[config.mk]
export PLATFORM = sky130hd
export DESIGN_NAME = posit_pack_sf
export DESIGN_NICKNAME = d
export VERILOG_FILES = /design/src/rtl/posit_pack_sf.sv
export SDC_FILE = /design/constraint.sdc
export NUM_CORES = 1
export LEC_CHECK = 0
export ABC_AREA = 1
export CORE_UTILIZATION = 40
export CTS_CLUSTER_SIZE = 24
export DETAILED_ROUTE_END_ITERATION = 10
export MAX_ROUTING_LAYER = met4
export PLACE_DENSITY = 0.65
export SLEW_MARGIN = 20
export SYNTH_ARGS = -nofsm -noshare
export SYNTH_HDL_FRONTEND = slang
export SYNTH_SLANG_ARGS = --single-unit
[constraint.sdc]
create_clock -name clk_i -period 4.95 [get_ports clk_i]
set_clock_uncertainty 0.2 [all_clocks]
set_input_delay 0.99 -clock clk_i [delete_from_list [all_inputs] [get_ports clk_i]]
set_output_delay 0.99 -clock clk_i [all_outputs]
set_load 0.005 [all_outputs]
[src/rtl/posit_pack_sf.sv]
// posit_pack_sf: packs a normalized sign / scale / 1.f mantissa into a posit(WIDTH,EXP) word.
// Latency 3 cycles, throughput 1 beat/cycle; every stage freezes while vld_o is held by rdy_i=0.
// Build macro POSIT_PACK_RNE_EN selects round-to-nearest-even; without it the fraction is truncated.
module posit_pack_sf #(
  parameter int WIDTH = 8,
  parameter int EXP   = 2,
  parameter int MTS   = WIDTH - 3 - EXP,
  parameter int REGI  = $clog2(WIDTH) + 1
) (
  input  logic                    clk_i,
  input  logic                    rst,
  input  logic                    vld_i,
  output logic                    rdy_o,
  input  logic                    sign_i,
  input  logic                    ovf_i,
  input  logic                    udf_i,
  input  logic                    nzero_i,
  input  logic signed [REGI+EXP:0] sf_i,
  input  logic [2*MTS+1:0]        mts_i,
  output logic                    vld_o,
  input  logic                    rdy_i,
  output logic [WIDTH-1:0]        posit_o
);

  localparam int FW = 2*MTS + 1;         // fraction bits below the hidden one
  localparam int TW = EXP + FW;          // exponent + fraction tail behind the regime
  localparam int NW = 2 + TW + WIDTH;    // regime seed + tail + headroom for the regime shift
  localparam int BW = WIDTH - 1;         // posit body (everything but the sign bit)
  localparam logic signed [REGI:0] KMAX = (REGI+1)'(WIDTH - 2);
  localparam logic signed [REGI:0] KMIN = -KMAX;

  typedef enum logic [1:0] {C_NORM, C_ZERO, C_MAX, C_MIN} cls_t;

  logic stall;

  // stage 1 registers
  logic                   s1_vld;
  logic                   s1_sign;
  cls_t                   s1_cls;
  logic signed [REGI:0]   s1_k;
  logic [EXP-1:0]         s1_e;
  logic [FW-1:0]          s1_frac;

  // stage 2 registers
  logic                   s2_vld;
  logic                   s2_sign;
  cls_t                   s2_cls;
  logic [BW-1:0]          s2_body;
`ifdef POSIT_PACK_RNE_EN
  logic                   s2_guard;
  logic                   s2_sticky;
`endif

  // combinational stage results
  logic signed [REGI:0]   k_c;
  cls_t                   cls_c;
  logic [REGI:0]          sh_c;
  logic signed [NW-1:0]   seed_c;
  logic signed [NW-1:0]   shifted_c;
  logic [BW-1:0]          body_c;
  logic                   inc_c;
  logic [BW:0]            sum_c;
  logic [BW-1:0]          rbody_c;
  logic [BW-1:0]          fbody_c;
  logic [WIDTH-1:0]       pos_c;

  // The hidden one is implied by the posit format, so it never reaches the word.
  logic hidden_unused;
  assign hidden_unused = mts_i[2*MTS+1];

  assign stall = vld_o & ~rdy_i;
  assign rdy_o = ~stall;

  // S1: split scale into regime index k and exponent bits, classify the beat
  always_comb begin
    k_c   = (REGI+1)'(sf_i >>> EXP);
    cls_c = C_NORM;
    if (!nzero_i)                     cls_c = C_ZERO;
    else if (ovf_i || (k_c > KMAX))   cls_c = C_MAX;
    else if (udf_i || (k_c < KMIN))   cls_c = C_MIN;
  end

  // S2: an arithmetic shift of "10" (k>=0) or "01" (k<0) grows the regime run in front of the tail
  always_comb begin
    sh_c      = s1_k[REGI] ? ~s1_k : s1_k;
    seed_c    = {(s1_k[REGI] ? 2'b01 : 2'b10), s1_e, s1_frac, {WIDTH{1'b0}}};
    shifted_c = seed_c >>> sh_c;
    body_c    = BW'(shifted_c >> (NW - BW));
  end

  // S3: round, clamp into [minpos, maxpos], apply class overrides and the sign
  always_comb begin
`ifdef POSIT_PACK_RNE_EN
    inc_c = s2_guard & (s2_body[0] | s2_sticky);
`else
    inc_c = 1'b0;
`endif
    sum_c = {1'b0, s2_body} + {{BW{1'b0}}, inc_c};
    if (sum_c[BW])
      rbody_c = '1;
    else if (sum_c[BW-1:0] == '0)
      rbody_c = {{(BW-1){1'b0}}, 1'b1};
    else
      rbody_c = sum_c[BW-1:0];

    case (s2_cls)
      C_MAX:   fbody_c = '1;
      C_MIN:   fbody_c = {{(BW-1){1'b0}}, 1'b1};
      default: fbody_c = rbody_c;
    endcase

    if (s2_cls == C_ZERO)
      pos_c = '0;
    else if (s2_sign)
      pos_c = (~{1'b0, fbody_c}) + WIDTH'(1);
    else
      pos_c = {1'b0, fbody_c};
  end

  // pipeline registers: all stages advance together unless the output is stalled
  always_ff @(posedge clk_i) begin
    if (rst) begin
      s1_vld    <= 1'b0;
      s1_sign   <= 1'b0;
      s1_cls    <= C_ZERO;
      s1_k      <= '0;
      s1_e      <= '0;
      s1_frac   <= '0;
      s2_vld    <= 1'b0;
      s2_sign   <= 1'b0;
      s2_cls    <= C_ZERO;
      s2_body   <= '0;
`ifdef POSIT_PACK_RNE_EN
      s2_guard  <= 1'b0;
      s2_sticky <= 1'b0;
`endif
      vld_o     <= 1'b0;
      posit_o   <= '0;
    end else if (!stall) begin
      s1_vld    <= vld_i;
      s1_sign   <= sign_i;
      s1_cls    <= cls_c;
      s1_k      <= k_c;
      s1_e      <= sf_i[EXP-1:0];
      s1_frac   <= mts_i[FW-1:0];
      s2_vld    <= s1_vld;
      s2_sign   <= s1_sign;
      s2_cls    <= s1_cls;
      s2_body   <= body_c;
`ifdef POSIT_PACK_RNE_EN
      s2_guard  <= shifted_c[NW-1-BW];
      s2_sticky <= |shifted_c[NW-2-BW:0];
`endif
      vld_o     <= s2_vld;
      posit_o   <= s2_vld ? pos_c : '0;
    end
  end

endmodule

Word-level counts from Yosys, hierarchy flattened
Index checks and enable logic that the tools add are counted.
{"block": "totals", "reg_bits": 38, "wordCells": 37, "output_inout_bits": 10}
{"block": "op_classes", "n_addsub": 1, "reduce_logical": 3, "n_shift": 1, "n_eq_ne": 3, "muxes": 10, "order_cmp": 2, "bitwise_logic": 5}
{"cell": "2-to-1 mux 8 bit", "n": 3}
{"cell": ">>> shifter 19 x 5 -> 19 bit", "n": 1}
{"cell": "one-hot mux 7 bit (2 select lines)", "n": 1}
{"cell": "adder 8 x 1 -> 8 bit (second input constant)", "n": 1}
{"cell": "2-to-1 mux 2 bit", "n": 4}
{"cell": "NOT 7 -> 8 bit", "n": 1}
{"cell": "zero test 7 bit", "n": 1}
{"cell": "2-to-1 mux 7 bit", "n": 1}
{"cell": "> comparator 5 x 4 -> 1 bit (second input constant)", "n": 1}
{"cell": "< comparator 5 x 4 -> 1 bit (second input constant)", "n": 1}
{"cell": "2-to-1 mux 5 bit", "n": 1}
{"cell": "NOT 5 bit", "n": 1}
{"cell": "equality test 2 bit (second input constant)", "n": 2}
{"cell": "equality test 2 x 1 -> 1 bit (second input constant)", "n": 1}
{"cell": "logical OR 1 bit", "n": 2}
{"cell": "NOT 1 bit", "n": 2}
{"cell": "AND 1 bit", "n": 1}

Logic depth before layout (Yosys ltp)
{"block": "depth", "depth_word": 8, "depth_mapped": 12, "mapped_depth_nobuf": 12}

Worst setup path before layout
OpenSTA, ideal clock, no wires.
{"block": "synth_timing", "kind": "in2out", "from": "input port rdy_i", "to": "output port rdy_o", "setup_slack_ns": 2.299, "path_buffers": 1, "required_ns": 3.760, "arrival_ns": 1.461, "cell_stages": 3, "cell_sequence": "nor2_4 > inv_1 > buf_2"}
{"block": "synth_via", "elab_chain_len": 3}
{"item": "start, declared", "line": "21", "text": "input logic rdy_i,"}
{"item": "NOT 1 bit", "line": "71", "text": "assign stall = vld_o & ~rdy_i;"}
{"item": "AND 1 bit", "line": "71"}
{"item": "NOT 1 bit", "line": "72", "text": "assign rdy_o = ~stall;"}
{"item": "end, declared", "line": "13", "text": "output logic rdy_o,"}
No other way between the ends.

Worst setup path in the final report
Ends and elaborated chain as after synthesis.

==> metrics.md <==
| Metric | Value |
|---|---|
| Wl on met1 | `1865 µm` |
| Maximum vdd drop | `0.1477 mV` |
| Ratio of cells with drive above 1 in the final layout | `9.541%` |
| Min Tclk post-route | `3559 ps` |
| Pre-CTS setup slack | `1387 ps` |
| Critical path cell sequence | `clkdlybuf4s50_1 -> nor2_4 -> inv_1 -> buf_4 -> clkdlybuf4s50_1` |
| Die area | `0.004622 mm²` |
| Via density | `4.985` |
| Largest cells by area after synthesis | `dfxtp_1 (39%), nand2_1 (12%), a21oi_1 (8.9%)` |
| Biggest area consumer among synthesized cells | `dfxtp_1` |
| Height of the die | `67.99 µm` |
| Worst R2R Start | `s2_cls[1]$_SDFFE_PP0N_` |
| Status | `completed` |
| Final setup viols | `0` |
| Final weighted congestion in routability-driven placement | `0.8408` |
| Htree depth | `2` |
| PD cells | `304.0 mW/mm²` |
| Total GRT Usage | `18.96%` |
| Unrepaired setup endpoints after global routing | `false` |
| Num CTS Buffers | `5` |
| Met3 wire len | `161 µm` |
| Max_cap viols | `0` |
| Kind of critical path | `in -> out` |
| Required @ worst endpoint | `3760 ps` |
| First-pass GRT wire length | `6486 µm` |
| Drt wl/cell | `10.65 µm` |
| Arr. time, crit path | `2370 ps` |
| Fin nets | `306` |
| Post-Route WL | `3547 µm` |
| Vias | `1,660` |
| Width of the chip | `67.99 µm` |
| Total Neg Setup Slack | `0 ps` |
| Clk slew on worst S/H paths | `70 ps` |
| CP Max Fanout | `24` |
| Io pins | `33` |
| Worst slew pin tran | `403.8 ps` |
| Remaining antenna violation count | `0` |
| PostCTS Resize Cnt | `0` |
| Core Area | `0.004086 mm²` |
| # diodes | `0` |
| Clock Latency Late Sink | `280 ps` |
| Initial Util | `42.62%` |
| CTS Sinks | `34` |
| Total setup buffers inserted after CTS | `0` |
| Largest net degree at the start of global routing | `37` |
| Area post-placement | `0.002052 mm²` |
| Clock tree root driver cell | `clkbuf_8` |
| Seq cells post-synth | `34` |
| WL met2 | `1500 µm` |
| Input/output buffers | `27` |
| Row cnt | `23` |
| Syn_nets | `279` |
| Syn Std Cell Area | `0.001742 mm²` |
| FMAX | `281.0 MHz` |
| Vias in the first global route | `1,501` |
| Setup crit start kind | `input port` |
| Fin crit share | `71.90%` |
| Top delay family on crit path | `buffers and inverters` |
| Max-slew violation total from the final report | `0` |
| Critical Path Most Common Cell | `clkdlybuf4s50_1` |
| Distinct cells, synth | `23` |
| # hold bufs at CTS | `0` |
| Final Cell Area | `0.002143 mm²` |
| Post-DP HPWL | `2488 µm` |
| Pre-Repair DR Iteration Count | `4` |
| Clock Tree Buf Depth | `2` |
| Synth Warn # | `0` |
| # DRC | `0` |
| CTS tree | `yes` |
| Final Hold Vio Count | `0` |
| Post-synthesis sequential area ratio | `39.08%` |
| Worst hold path class | `reg -> reg` |
| Leakage | `0.9277 nW` |
| Avg Cell Area, Syn | `6.830 µm²` |
| Initial antenna violation count | `0` |
| Critical Path Sink Type | `output port` |
| Crit path max-delay cell type | `clkdlybuf4s50_1` |
| Crit-path max cell delay | `540 ps` |
| Hold_sp | `posit_o[6]$_SDFFE_PP0N_` |
| Post-Synthesis Cells | `255` |
| CP Launch Point | `rdy_i` |
| Initial DRC count | `74` |
| Hold Slack | `263.3 ps` |
| Yosys top cell area share | `39.08%` |
| Gr ovfl total | `0` |
| Final Util | `52.45%` |
| Slew margin rel. | `73.00%` |
| Final setup margin | `1391 ps` |
| Area growth from synthesis to layout | `23.06%` |
| Worst Path Buf+Inv | `4` |
| Max Used Layer | `met4` |
cell usage in the layout (no fill, tap or decap):
cell type / netlist / final
inv_1: 29 / 29
buf_4: 0 / 2
o21ai_1: 8 / 8
xor2_1: 1 / 1
dfxtp_1: 34 / 34
o21ai_2: 1 / 1
nand2_2: 3 / 3
nand2_4: 2 / 2
nor2_1: 17 / 17
a21oi_2: 2 / 2
nand2_1: 56 / 56
inv_2: 4 / 4
a21oi_1: 31 / 31
ha_1: 1 / 1
clkinv_2: 0 / 1
xnor2_2: 1 / 1
clkbuf_8: 0 / 6
nor2_2: 2 / 2
clkdlybuf4s50_1: 0 / 27
nor2_4: 2 / 2
o211ai_1: 5 / 5
nand3_1: 20 / 20
clkbuf_1: 6 / 1
o21ai_0: 25 / 25
a211oi_4: 1 / 1
a21boi_1: 1 / 1
metrics by stage:
step	power [W]	std cells
after floorplan	0.0004090	255
after global placement	0.0004453	325
after detailed placement	0.0004462	325
after CTS	0.0006612	333
after global routing	0.0007009	333
final	0.0006515	333
kinds of logic after synthesis:
group | count (synthesis) | synth area share [%]
xor gates and xnor gates | 2 | 1.437
and+or+nand+nor | 102 | 25.86
AOI/OAI and AO/OA | 74 | 23.64
DFF | 34 | 39.08
buffers and inverters | 42 | 9.266
adders and majority gates | 1 | 0.7183
power breakdown:
group	leakage, nW	switching [W]	internal, W
combinational	0.599	0.0000791	0.0000567
clock	0.0482	0.0000986	0.000112
sequential	0.281	0.0000133	0.000292
synth_stat cells:
cell	n
nor2_4	2
xnor2_2	1
a21oi_1	31
nor2_1	17
nand3_1	20
o21ai_1	8
a21boi_1	1
dfxtp_1	34
clkbuf_1	6
ha_1	1
o21ai_2	1
a211oi_4	1
a21oi_2	2
buf_2	3
inv_1	29
o21ai_0	25
xor2_1	1
inv_2	4
nor2_2	2
nand2_4	2
o211ai_1	5
nand2_2	3
nand2_1	56
worst reg2reg max path, stage by stage (launching register included):
cell and delay (ps):
dfxtp_1 440, inv_2 120, nand2_1 90, nand2_1 60, inv_1 70, ha_1 160, nand2_1 90, nor2_4 130
nand3_1 110, nand2_1 70, nand2_1 50, nand3_1 60, a21oi_1 60
routing by layer:
| metal | GRT usage, % | up-vias |
|---|---|---|
| met5 | - | - |
| li1 | - | 883 |
| met1 | 24.80 | 740 |
| met2 | 28.19 | 35 |
| met3 | 4.833 | 2 |
| met4 | 6.250 | 0 |
state kept, by name (all words and copies together), names as in the netlist:
signal   count
posit_o      8
s1_cls       2
s1_e         2
s1_frac      3
s1_k         5
s1_sign      1
s1_vld       1
s2_body      7
s2_cls       2
s2_sign      1
s2_vld       1
vld_o        1
path summary, 6_finish.rpt:
path                             endpoint  slack, ps  cells after the start
hold / removal    posit_o[6]$_SDFFE_PP0N_        260                      2
setup reg to reg  posit_o[6]$_SDFFE_PP0N_       3140                     12
hold reg to reg   posit_o[6]$_SDFFE_PP0N_        260                      2
setup / recovery                    rdy_o       1390                      5
layout make-up:
| class | instances | area (µm²) |
|---|---|---|
| inverters | 33 | 123.9 |
| multi-input cells | 179 | 899.6 |
| flip-flops and latches | 34 | 680.7 |
| repair buffers | 29 | 285.3 |
| well taps | 50 | 62.56 |
| clock inverters | 1 | 5.005 |
| fillers | 429 | 1943 |
| clock buffers | 7 | 86.33 |
No activity file was read; power rests on OpenSTA's default activity.
